**config.mk**
```make
export PLATFORM = sky130hd
export DESIGN_NAME = mul_booth_seq_ctrl
export DESIGN_NICKNAME = d
export VERILOG_FILES = /design/src/rtl/mul_booth_seq_ctrl.sv
export SDC_FILE = /design/constraint.sdc
export NUM_CORES = 1
export LEC_CHECK = 0
export ABC_AREA = 1
export CORE_AREA = 3 3 188 190
export DETAILED_ROUTE_END_ITERATION = 8
export DIE_AREA = 0 0 191 193
export GPL_TIMING_DRIVEN = 1
export PLACE_DENSITY_LB_ADDON = 0.1
export REMOVE_ABC_BUFFERS = 1
export SETUP_SLACK_MARGIN = 0.5
export SYNTH_ARGS = -nofsm -noshare
export SYNTH_HDL_FRONTEND = slang
export SYNTH_SLANG_ARGS = --single-unit
```
**constraint.sdc**
```tcl
create_clock -name clock -period 3.9 [get_ports clock]
set_input_delay 0.78 -clock clock [delete_from_list [all_inputs] [get_ports clock]]
set_output_delay 0.78 -clock clock [all_outputs]
set_load 0.02 [all_outputs]
```
**src/rtl/mul_booth_seq_ctrl.sv**
```systemverilog
// Sequential signed radix-4 (bit-pair) Booth multiplier with a start/busy/done
// handshake. One bit-pair of the multiplier is retired per clock, so a product
// takes WIDTH/2 iterations. The product appears on hi/lo only when it is final.
module mul_booth_seq_ctrl #(
    parameter int WIDTH = 32
) (
    input  logic             clock,
    input  logic             clear,
    input  logic             start,
    input  logic [WIDTH-1:0] Q,
    input  logic [WIDTH-1:0] M,
    output logic             busy,
    output logic             done,
    output logic [WIDTH-1:0] hi,
    output logic [WIDTH-1:0] lo
);

    localparam int PW    = 2 * WIDTH;
    localparam int ITERS = WIDTH / 2;
    localparam int CW    = $clog2(ITERS);

    typedef enum logic [1:0] {
        IDLE = 2'd0,
        RUN  = 2'd1,
        DONE = 2'd2
    } state_t;

    state_t          state;
    state_t          nxt;
    logic [WIDTH:0]  qsh;
    logic [PW-1:0]   msh;
    logic [PW-1:0]   acc;
    logic [PW-1:0]   addend;
    logic [PW-1:0]   sum;
    logic [CW-1:0]   cnt;
    logic            lastiter;

    assign lastiter = (cnt == CW'(ITERS - 1));
    assign busy     = (state == RUN);
    assign done     = (state == DONE);

    // Next-state logic; start is honoured only from IDLE or DONE.
    always_comb begin
        nxt = state;
        case (state)
            IDLE:    if (start) nxt = RUN;
            RUN:     if (lastiter) nxt = DONE;
            DONE:    nxt = start ? RUN : IDLE;
            default: nxt = IDLE;
        endcase
    end

    // Booth recoding of the current triplet into an addend at full product
    // width, so that -M and 2M of the most negative multiplicand cannot overflow.
    always_comb begin
        addend = '0;
        case (qsh[2:0])
            3'b001, 3'b010: addend = msh;
            3'b011:         addend = msh << 1;
            3'b100:         addend = -(msh << 1);
            3'b101, 3'b110: addend = -msh;
            default:        addend = '0;
        endcase
        sum = acc + addend;
    end

    // State register and datapath: the multiplier shifts right and the
    // sign-extended multiplicand shifts left by one bit-pair per iteration.
    always_ff @(posedge clock) begin
        if (clear) begin
            state <= IDLE;
            qsh   <= '0;
            msh   <= '0;
            acc   <= '0;
            cnt   <= '0;
            hi    <= '0;
            lo    <= '0;
        end else begin
            state <= nxt;
            case (state)
                IDLE, DONE: begin
                    if (start) begin
                        qsh <= {Q, 1'b0};
                        msh <= {{WIDTH{M[WIDTH-1]}}, M};
                        acc <= '0;
                        cnt <= '0;
                    end
                end
                RUN: begin
                    acc <= sum;
                    qsh <= qsh >> 2;
                    msh <= msh << 2;
                    cnt <= cnt + 1'b1;
                    if (lastiter) begin
                        hi <= sum[PW-1:WIDTH];
                        lo <= sum[WIDTH-1:0];
                    end
                end
                default: ;
            endcase
        end
    end

endmodule

```
# Word level (Yosys, flattened, before mapping)
# Cells that the tools add are included.
word_totals:
  register_bits: 231
  latchBits: 0
  ram_bits: 0
  mem_bits_ro: 0
  out_inout_bits: 66
  wordCells: 44
  mem_count: 0
op_classes:
  addsub: 4
  multipliers: 0
  div_mod_pow: 0
  n_lt_le_gt_ge: 0
  n_eq_ne: 12
  shifts: 0
  muxes: 13
  bitwise_logic: 0
  reduce_logical: 8
ops:
  columns: ["op", "count"]
  rows:
  - ["$pmux 64 s2", 2]
  - ["$pmux 64 s4", 1]
  - ["$mux 64", 2]
  - ["$neg 64->64", 2]
  - ["$pmux 33 s2", 1]
  - ["$add 64x64->64", 1]
  - ["$mux 33", 1]
  - ["$eq 3x3->1 const B", 3]
  - ["$pmux 4 s2", 1]
  - ["$eq 3x2->1 const B", 2]
  - ["$pmux 2 s3", 1]
  - ["$reduce_and 2->1", 3]
  - ["$reduce_or 2->1", 3]
  - ["$add 4x1->4 const B", 1]
  - ["$eq 4x4->1 const B", 1]
  - ["$mux 2", 2]
  - ["$mux 4", 1]
  - ["$ne 2x2->1 const B", 2]
  - ["$eq 3x1->1 const B", 1]
  - ["$eq 2x1->1 const B", 1]
  - ["$eq 2x2->1 const B", 1]
  - ["$logic_not 2->1", 1]
  - ["$ne 2x1->1 const B", 1]
  - ["$reduce_bool 2->1", 1]
  - ["$mux 1", 1]

# Longest topological paths before layout
# Gate-level depths: netlist (run 1).
logic_depth:
  word_depth: 5
  depth_mapped: 30

# Worst setup path before layout (run 1)
# OpenSTA, ideal clock, no wires.
synth_path:
  kind: "flip-flop to flip-flop"
  startpoint: "register msh[0]"
  endpoint: "register hi[26]"
  setup_time_ns: 0.115
  arrival_ns: 3.120
  required_time_ns: 3.785
  setup_slack_ns: 0.664
  stages_incl_launch_ff: 25
  cell_sequence: "dfxtp_1 -> inv_1 -> ha_1 -> nand2_2 -> clkinv_2 -> nand2_4 -> nor2_4 -> nand3_4 -> nor2_4 -> nand4_1 -> or2_1 -> nand3_1 -> o2111ai_1 -> ha_1 -> nand2_1 -> nor2_1 -> inv_1 -> nor2_1 -> inv_1 -> nor4_1 -> nand3_1 -> nand3_1 -> nand2_1 -> o21ai_0 -> inv_1"
synth_between:
  elab_chain_len: 3
synth_lines:
  columns: ["element", "line_no", "rtl"]
  rows:
  - ["start: declaration", "31", "logic [PW-1:0] msh;"]
  - ["start signal: assignment", "84", "msh <= {{WIDTH{M[WIDTH-1]}}, M};"]
  - ["start signal: assignment", "92", "msh <= msh << 2;"]
  - ["$neg 64->64 (on tied branches)", "61, 60", null]
  - ["$pmux 64 s4 (*)", "57", "case (qsh[2:0])"]
  - ["$add 64x64->64 (*)", "64", "sum = acc + addend;"]
  - ["end signal: assignment", "95", "hi <= sum[PW-1:WIDTH];"]
  - ["end: declaration", "14", "output logic [WIDTH-1:0] hi,"]
# Every way passes the cells marked *; elsewhere a longest branch is shown, timed or not.
# A chain may end at the register's enable or synchronous reset.

# Worst setup path after layout (run 1)
layout_path:
  startpoint: "register msh[35]"
  endpoint: "register acc[58]"
layout_between:
  elab_chain_len: 4
layout_lines:
  columns: ["element", "line_no", "rtl"]
  rows:
  - ["$neg 64->64 (on tied branches)", "61, 60", null]
  - ["$pmux 64 s4 (*)", "57", null]
  - ["$add 64x64->64 (*)", "64", null]
  - ["$pmux 64 s2 (*)", "80", "case (state)"]
  - ["end signal: assignment", "90", "acc <= sum;"]
  - ["end: declaration", "32", "logic [PW-1:0] acc;"]
# Marks and branches as above.

==> impl_metrics.csv, run 1 <==
group,metric,value,unit
status,status,"finished clean",
synthesis,synth_edf_count,0,
route,dr.pass1.iters,6,
sta,worst_pin_slew,1.19,ns
place,hpwl,48.4,mm
die,start_util,49.8,%
worst_setup_path,crit_path_end_kind,"register",
synthesis,yosysSeqAreaShare,27.6,%
global_routing,antenna_found_initial,0,
worst_setup_path,critPathLaunchType,"register",
route,ant_nets,0,
synthesis,syn-cell-area,16800,um^2
global_routing,grt.overflow.total,0,
clock_network,clk-insertion-delay-late,0.57,ns
finish,drive_above_1_share,32.3,%
route,routed_wl,68.4,mm
place,gp_congestion,1.06,
synthesis,synthCells,2676,
synthesis,synth-warning-count,0,
synthesis,synthFlopType,"dfxtp_1",
clock_network,cts_sinks,231,
hold_path,hold_path_class,"reg2reg",
finish,fin_area,25000,um^2
synthesis,syn_area_per_cell,6.26,um^2
finish,antenna_cells,0,
clock_network,cts_tree,"built",
route,route.detailed.drc,0,
worst_setup_path,cp.arrival,4.28,ns
worst_setup_path,path_cells,"buf_6 -> nor2_4 -> nand2_2 -> nor2_4 -> nand4_1 -> nor2_4 -> nand3_4 -> nand3b_4 -> or2_1 -> nand3_1 -> nand4_1 -> ha_4 -> nand2_4 -> buf_4 -> nor4_4 -> buf_4 -> a21oi_2 -> nand2_1 -> nand2_1 -> nand2_1 -> nand2_1 -> a21oi_1",
clock_network,cts.path.max_buffers,3,
synthesis,ys_seq_elements,231,
global_routing,grt_pass1_vias,19000,
die,ioPinCount,133,
finish,nets,3260,
global_routing,grt_start_max_net_pins,69,
route,routedWlPerCell,19.0,um
sta,skew,0.0224,ns
worst_setup_path,cp_num_buf_inv,3,
place,dpl_cell_area,20400,um^2
synthesis,ys_types,54,
worst_setup_path,critPathSlowestCell,"ha_4",
worst_setup_path,slowest_delay,0.46,ns
place,port_buffers,132,
finish,fin_util,74.5,%
finish,stdcell_count,3595,
place,dp_cells,3430,
power,p_leak,10.5,nW
power,p_per_area,310,nW/um^2
synthesis,synthArstFlopShare,0,%
power,p_total,0.00776,W
worst_setup_path,path_max_fanout,6,
sta,hold_viol_final,0,
sta,relSlewSlack,20.7,%
sta,fin_crit_sh,97.3,%
power,peakVddDrop,0.404,mV
finish,synthToLayoutAreaGrowth,49.4,%
clock_network,path_clk_slew,0.06,ns
global_routing,grt_pass1_wl,101,mm
global_routing,grt.total_usage,34.3,%
worst_setup_path,cp_common_cell,"nand2_1",
sta,finalMaxSlewViolations,0,
die,die-area,36900,um^2
flow_run,maxCapViolCount,0,
sta,rsz0062_at_grt,"yes",
die,dieHeight,193,um
route,via_per_inst,5.72,
sta,setup_viol,0,
route,dr_total_vias,20600,
finish,final_cell_mix,"616 x nand2_1, 374 x buf_4, 252 x inv_1",
clock_network,h-tree-depth,1,
finish,layout_commonest_cell,"nand2_1",
worst_setup_path,critPathRequiredTime,4.38,ns
sta,layout_min_cycle_time,3.80,ns
worst_setup_path,worstSetupPathType,"reg2reg",
sta,max_freq,263,MHz
clock_network,root_buffer,"clkbuf_16",
die,coreArea,33600,um^2
clock_network,cts_buffers,27,
die,num_rows,67,
die,die_width,191,um
route,dr.first_iter.drc_count,1907,
worst_setup_path,cp_top_family,"simple AND/OR/NAND/NOR gates",
## worst paths after layout
check	depth (start not counted)	start	slack (ns)	endpoint
worst max-delay path	22	msh[35]	0.10	acc[58]
worst min-delay path	2	qsh[32]	0.46	qsh[32]
worst max register to register	22	msh[35]	0.10	acc[58]
worst min register to register	2	qsh[32]	0.46	qsh[32]
## worst register-to-register path, stage by stage (launching register included)
cell and delay (ns):
dfxtp_1 0.32, buf_6 0.14, nor2_4 0.12, nand2_2 0.10, nor2_4 0.12, nand4_1 0.15, nor2_4 0.21, nand3_4 0.08
nand3b_4 0.17, or2_1 0.25, nand3_1 0.08, nand4_1 0.32, ha_4 0.46, nand2_4 0.07, buf_4 0.14, nor4_4 0.35
buf_4 0.18, a21oi_2 0.06, nand2_1 0.07, nand2_1 0.05, nand2_1 0.07, nand2_1 0.06, a21oi_1 0.16
## report_power, final
| group | internal [W] | total [W] | switching, W |
|---|---|---|---|
| clock network | 0.00157 | 0.00267 | 0.00110 |
| logic | 0.00106 | 0.00248 | 0.00142 |
| registers | 0.00248 | 0.00261 | 0.000129 |
| total | 0.00511 | 0.00776 | 0.00265 |
## routing by layer
layer	part of all wire, %	global-route usage, %	vias up
met4	4.2	14.1	0
met3	8.4	4.74	191
met5	0	0	-
met1	42	46.5	9672
li1	-	-	9758
met2	45	55.3	951
## through the flow
step | hold slack (ns) | setup WS (ns) | TNS (ns)
6_report | 0.464 | 0.105 | 0
5_1_grt | 0.482 | -0.0697 | -0.332
4_1_cts | 0.467 | 0.163 | 0
3_5_place_dp | 0.458 | -0.445 | -5.50
3_3_place_gp | 0.451 | -0.407 | -3.60
2_1_floorplan | 0.433 | -4.78 | -1060.17
## synth_stat cells, types with 3 or more instances
cell,number,share of area (%)
nor2_1,352,7.9
buf_1,9,0.20
a211oi_1,3,0.13
a21o_1,9,0.40
buf_2,10,0.30
a31oi_1,43,1.6
inv_2,8,0.18
o21ai_0,89,2.7
nor3_2,5,0.30
dfxtp_1,231,28
o31ai_1,25,1.1
o22ai_1,23,0.86
nand2_1,714,16
o21bai_1,11,0.49
a21oi_1,193,5.8
a21boi_0,3,0.13
nor2_4,14,0.94
nor3_1,22,0.66
nand4_1,27,1.0
nand2_2,5,0.19
o21a_1,6,0.27
xor2_1,68,3.6
or2_1,4,0.15
nand3_2,6,0.36
a221o_1,16,0.96
buf_6,5,0.34
inv_1,292,6.5
nand3b_1,11,0.49
nor4_1,4,0.15
o2111ai_1,34,1.8
o21ai_1,4,0.12
ha_1,65,4.9
o211ai_1,3,0.13
o221ai_1,28,1.5
nand3_1,190,5.7
nor2_2,20,0.75
or2_2,8,0.30
clkbuf_1,91,2.0
xnor2_1,5,0.26
## layout make-up
cell class                 instances  area, um^2
clock buffer                      35         756
clock inverter                    14         165
fill                            2680        8570
inverter                         302        1160
multi-input combinational       2028       13200
sequential                       231        4670
tap                              448         561
timing repair buffer             537        4550
## timing repair
item,in CTS,in global routing
setup buffers,58,56
pin swaps,123,213
gates resized for setup,297,402
hold buffers,0,0
setup endpoints to repair,101,111
cloned,0,2
## registers in the layout, summed over array words and instances (netlist names)
| name | flops |
|---|---|
| state | 2 |
| msh | 64 |
| acc | 64 |
| hi | 32 |
| lo | 32 |
| qsh | 33 |
| cnt | 4 |
## logic make-up after synthesis
kind of cell,synth area share [%]
and+or+nand+nor,35.7
xor gates and xnor gates,3.82
buffers and inverters,9.69
DFF,27.6
AOI/OAI and AO/OA,18.2
adders and majority gates,4.97
(Power assumes the default switching activity.)
==> inputs of run 2 (changes only) <==
--- a/config.mk
+++ b/config.mk
@@ -6,9 +6,9 @@
 export NUM_CORES = 1
 export LEC_CHECK = 0
 export ABC_AREA = 1
-export CORE_AREA = 3 3 188 190
+export CORE_AREA = 3 3 209 211
 export DETAILED_ROUTE_END_ITERATION = 8
-export DIE_AREA = 0 0 191 193
+export DIE_AREA = 0 0 212 214
 export GPL_TIMING_DRIVEN = 1
 export PLACE_DENSITY_LB_ADDON = 0.1
 export REMOVE_ABC_BUFFERS = 1
==> run 2 against run 1 <==
  * Utilization decreased by 9.2 points
  * Critical path depth increased by 5
  * Clock power increased by 3%
  * Sequential power about the same
  * Critical path type unchanged
  * Non-clock buffer count increased by 113
  * Routed wire length increased by 6.2%
==> impl_metrics.csv, run 2 (same netlist as run 1, synthesis figures left out) <==
group,metric,value,unit
finish,nets,3373,
place,dpl_cell_area,21400,um^2
power,power_frac_seq,32.2,%
power,p_int,0.00532,W
die,die-area,45400,um^2
worst_setup_path,rr_worst_depth,27,
finish,reg_top3,"acc: 64 flops, msh: 64 flops, qsh: 33 flops",
sta,max_freq,266,MHz
sta,final.setup.worst_slack,0.143,ns
global_routing,antenna_found_initial,0,
worst_setup_path,r2r-end,"acc[62]",
global_routing,busiest_layer,"met2",
worst_setup_path,crit_path_end_kind,"register",
worst_setup_path,critPathLaunchType,"register",
place,gp_congestion,0.963,
route,dr.pass1.iters,5,
place,port_buffers,132,
place,hpwl,52.1,mm
power,peakVddDrop,0.338,mV
route,dr_total_vias,20500,
sta,whs,0.461,ns
clock_network,cts.path.max_buffers,3,
die,num_rows,75,
route,routed_wl,72.6,mm
route,via_per_inst,5.39,
sta,hold_viol_final,0,
flow_run,maxCapViolCount,0,
sta,setup_viol,0,
clock_network,cts_tree,"built",
worst_setup_path,cp.arrival,4.19,ns
global_routing,grtUsageMet3,4.19,%
clock_network,cts_buffers,28,
die,dieHeight,214,um
finish,synthToLayoutAreaGrowth,63.4,%
hold_path,hold_depth,2,
global_routing,grt_pass1_vias,19300,
hold_path,hold_start,"hi[4]",
global_routing,met1_usage,42.4,%
sta,worst_pin_slew,1.07,ns
finish,antenna_cells,0,
route,dr.first_iter.drc_count,1347,
worst_setup_path,critPathRequiredTime,4.33,ns
clock_network,root_buffer,"clkbuf_16",
finish,final_cell_mix,"577 x nand2_1, 439 x buf_4, 229 x inv_1",
global_routing,grt_pass1_wl,107,mm
clock_network,cts_sinks,231,
power,p_per_area,294,nW/um^2
sta,relSlewSlack,28.4,%
sta,skew,0.0230,ns
power,p_sw_share,33.9,%
sta,rsz0062_at_grt,"yes",
die,start_util,39.9,%
clock_network,hold_buffers,0,
clock_network,clk-insertion-delay-late,0.58,ns
sta,fin_crit_sh,96.3,%
sta,setup-tns-final,0,ns
clock_network,path_clk_slew,0.07,ns
finish,layout_commonest_cell,"nand2_1",
route,route.detailed.drc,0,
status,status,"finished clean",
global_routing,grt.overflow.total,0,
hold_path,hold-path-endpoint,"hi[4]",
die,ioPinCount,133,
clock_network,h-tree-depth,1,
die,die_width,212,um
worst_setup_path,path_max_fanout,4,
power,p_leak,11.5,nW
global_routing,grt.total_usage,29.8,%
sta,layout_min_cycle_time,3.76,ns
finish,nFillCells,3734,
power,switchingPower,0.00273,W
global_routing,grt_start_max_net_pins,128,
route,routedWlPerCell,19.1,um
place,dp_worst_setup_slack,-0.361,ns
finish,fin_area,27400,um^2
finish,fin_util,65.3,%
finish,drive_above_1_share,39.6,%
sta,finalMaxSlewViolations,0,
power,pwr-share-clk,34.2,%
global_routing,grt_use_met2,46.7,%
hold_path,hold_path_class,"reg2reg",
die,coreArea,41900,um^2
worst_setup_path,worstSetupPathType,"reg2reg",
worst_setup_path,reg2reg_slack,0.14,ns
route,ant_nets,0,
worst_setup_path,worstReg2RegStart,"msh[1]",
power,p_comb_share,33.6,%
-- run 2: changes by cell type in the layout (fill, tap and decap cells not counted), sizes merged --
cell      before  now
bufinv         3    4
clkbuf        36   40
clkinvlp       3    0
nor2         387  386
buf          405  519
inv          303  300
-- run 2: worst max-delay path by stage --
stage,startpoint,endpoint
5_1_grt,msh[1],acc[62]
2_1_floorplan,state[0],qsh[10]
4_1_cts,msh[1],acc[53]
6_report,msh[1],acc[62]
3_5_place_dp,msh[1],acc[40]
3_3_place_gp,msh[16],acc[40]
-- run 2: critical path, cell delays in order (launching register included) --
cell	delay (ns)
dfxtp_2	0.33
buf_6	0.12
nor2_4	0.12
nand2_2	0.09
nor2_4	0.12
nand2_4	0.09
nor2_4	0.18
inv_2	0.06
buf_6	0.12
nor2_4	0.14
nand3_4	0.12
nor2_2	0.13
xor2_1	0.14
inv_1	0.08
nand2_1	0.07
nand4_1	0.21
ha_4	0.32
buf_4	0.14
a21oi_4	0.14
nor3_2	0.07
a211oi_2	0.22
nand3_1	0.13
nor2_2	0.11
nand2_1	0.07
nand2_1	0.07
nand2_2	0.08
nand2_1	0.06
a21oi_1	0.07
-- run 2: cell type report --
class	instances	area, um^2	area share, %
clock inverters	9	160	0.585
inverters	302	1160	4.25
multi-input cells	2027	14400	52.5
clock buffers	40	786	2.87
well taps	539	674	2.46
flip-flops and latches	231	4650	17.0
repair buffers	650	5580	20.4
-- run 2: routing by layer --
metal	vias to the layer above	share of wire (%)
met1	9734	45
met4	0	3.7
li1	9964	-
met3	131	6.3
met2	661	45
met5	-	0
-- run 2: metrics by stage --
stage | power [W] | std cells
6_report | 0.00805 | 3798
5_1_grt | 0.00840 | 3798
4_1_cts | 0.00775 | 3754
3_5_place_dp | 0.00460 | 3636
3_3_place_gp | 0.00459 | 3636
2_1_floorplan | 0.00363 | 2560
-- run 2: power groups by stage --
stage	Clock, W	Sequential (W)	Combinational, W
3_5_place_dp	0	0.00262	0.00198
6_report	0.00275	0.00259	0.00270
2_1_floorplan	0	0.00262	0.00101
3_3_place_gp	0	0.00262	0.00197
5_1_grt	0.00289	0.00261	0.00290
4_1_cts	0.00280	0.00258	0.00236
-- run 2: timing repair --
| item | CTS | global route |
|---|---|---|
| gates resized for setup | 494 | 524 |
| pin swaps | 175 | 237 |
| buffers inserted | 69 | 44 |
| endpoints found under the setup margin | 103 | 110 |
==> inputs of run 3 (changes only) <==
--- a/config.mk
+++ b/config.mk
@@ -9,6 +9,7 @@
 export CORE_AREA = 3 3 209 211
 export DETAILED_ROUTE_END_ITERATION = 8
 export DIE_AREA = 0 0 212 214
+export GPL_ROUTABILITY_DRIVEN = 0
 export GPL_TIMING_DRIVEN = 1
 export PLACE_DENSITY_LB_ADDON = 0.1
 export REMOVE_ABC_BUFFERS = 1
==> constraint.sdc (replaced) <==
create_clock -name clock -period 3.37 [get_ports clock]
set_input_delay 0.674 -clock clock [delete_from_list [all_inputs] [get_ports clock]]
set_output_delay 0.674 -clock clock [all_outputs]
set_load 0.02 [all_outputs]
==> run 3 against run 2 <==
  * Routed wire length is 8.1% higher
  * Global-route usage is 0.14 points lower
  * Total power is 20% higher
  * Largest cell class unchanged
  * Sequential power is 16% higher
  * Non-clock buffer count is 109 higher
  * The flow now finishes with violations (negative setup slack)
  * Sequential share of layout area is 1.1 points lower
  * Register-to-register slack worse by 0.65 ns
  * Hold slack better by 0.0024 ns
==> impl_metrics.csv, run 3 (same netlist as run 1, synthesis figures left out) <==
group,metric,value,unit
status,status,"finished, violations left",
status,violations,"negative setup slack",
flow_run,maxCapViolCount,0,
worst_setup_path,path_max_fanout,3,
clock_network,clk-insertion-delay-late,0.60,ns
sta,layout_min_cycle_time,3.88,ns
global_routing,grt_pass1_vias,20400,
worst_setup_path,crit_path_end_kind,"register",
route,dr_total_vias,22300,
worst_setup_path,slowest_delay,0.32,ns
route,dr.first_iter.drc_count,2021,
place,hpwl,50.4,mm
finish,synthToLayoutAreaGrowth,74.9,%
clock_network,cts_buffers,27,
power,p_per_area,329,nW/um^2
power,peakVddDrop,0.385,mV
die,dieHeight,214,um
worst_setup_path,cp.arrival,4.37,ns
sta,setup_viol,98,
sta,fin_crit_sh,115,%
finish,reg_top3,"acc: 64 flops, msh: 64 flops, qsh: 33 flops",
finish,drive_above_1_share,45.2,%
sta,final.setup.worst_slack,-0.507,ns
worst_setup_path,cp_num_buf_inv,7,
global_routing,grt_start_max_net_pins,71,
place,dpl_cell_area,22000,um^2
die,die-area,45400,um^2
hold_path,hold_path_class,"reg2reg",
sta,finalMaxSlewViolations,0,
finish,fin_area,29300,um^2
finish,final_cell_mix,"546 x nand2_1, 496 x buf_4, 223 x inv_1",
worst_setup_path,critPathSlowestCell,"dfxtp_1",
clock_network,cts.path.max_buffers,3,
die,coreArea,41900,um^2
die,num_rows,75,
finish,seq_area,4660,um^2
worst_setup_path,critPathLaunchType,"register",
finish,antenna_cells,0,
global_routing,grt_pass1_wl,109,mm
place,dp_worst_setup_slack,-0.692,ns
worst_setup_path,worstSetupPathType,"reg2reg",
die,ioPinCount,133,
worst_setup_path,cp_top_family,"simple AND/OR/NAND/NOR gates",
power,p_total,0.00964,W
finish,nFillCells,3038,
clock_network,h-tree-depth,1,
worst_setup_path,critPathRequiredTime,3.86,ns
finish,fin_util,69.9,%
route,route.detailed.drc,0,
sta,hold_viol_final,0,
route,ant_nets,0,
route,routed_wl,78.5,mm
route,dr.pass1.iters,6,
sta,rsz0062_at_grt,"yes",
global_routing,grt.overflow.total,0,
finish,nets,3481,
global_routing,grt.total_usage,29.7,%
sta,relSlewSlack,35.8,%
clock_network,path_clk_slew,0.06,ns
power,p_leak,12.2,nW
sta,max_freq,258,MHz
sta,skew,0.0386,ns
sta,worst_pin_slew,0.963,ns
route,routedWlPerCell,20.1,um
sta,whs,0.463,ns
clock_network,cts_sinks,231,
die,die_width,212,um
finish,multi_input_area,15200,um^2
clock_network,root_buffer,"clkbuf_16",
route,via_per_inst,5.70,
place,port_buffers,132,
die,start_util,39.9,%
finish,layout_commonest_cell,"nand2_1",
clock_network,cts_tree,"built",
global_routing,antenna_found_initial,0,
-- run 3: cell types whose count changed in the layout (fill, tap and decap cells not counted), sizes merged --
cell      change
clkinvlp      +1
clkbuf        -3
clkinv        +3
bufinv        -1
buf         +109
-- run 3: path summary, 6_finish.rpt --
kind | from | end | slack [ns] | cells past startpoint
min | hi[6] | hi[6] | 0.46 | 2
max reg2reg | msh[22] | acc[40] | -0.51 | 25
max | msh[22] | acc[40] | -0.51 | 25
min reg2reg | hi[6] | hi[6] | 0.46 | 2
-- run 3: layer usage --
layer / track usage, % / part of all wire (%) / vias to the layer above
met4: 14.3 / 6.5 / 0
met5: 0 / 0 / -
met1: 40.3 / 40 / 10500
met2: 47.1 / 45 / 1248
li1: - / - / 10200
met3: 3.12 / 8.0 / 366
-- run 3: repair_timing --
item | in CTS | in global routing
endpoints found under the setup margin | 118 | 119
pin swaps | 312 | 270
hold buffers | 0 | 0
gates cloned | 0 | 0
buffers inserted | 81 | 65
resized for setup | 743 | 492
-- run 3: stage by stage --
step	setup TNS, ns	instances
6_report	-28.48	3907
5_1_grt	-41.83	3907
4_1_cts	-14.82	3842
3_5_place_dp	-40.91	3712
3_3_place_gp	-40.14	3712
2_1_floorplan	-1183.02	2560
-- run 3: report_power, final --
part           internal (W)  switching [W]  total (W)  leakage (nW)
Sequential          0.00288       0.000135    0.00301          1.89
Clock               0.00184        0.00129    0.00312         0.465
Combinational       0.00160        0.00190    0.00350          9.89
-- run 3: layout make-up --
class | count | share of cell area [%]
well taps | 539 | 2.30
clock inverters | 12 | 0.525
flip-flops and latches | 231 | 15.9
inverters | 302 | 3.98
clock buffers | 37 | 2.64
multi-input cells | 2027 | 51.8
repair buffers | 759 | 22.8
-- run 3: worst min-delay path: stages, from the launching register on --
cell     delay [ns]
dfxtp_1        0.31
nand2_1        0.06
a21oi_1        0.05
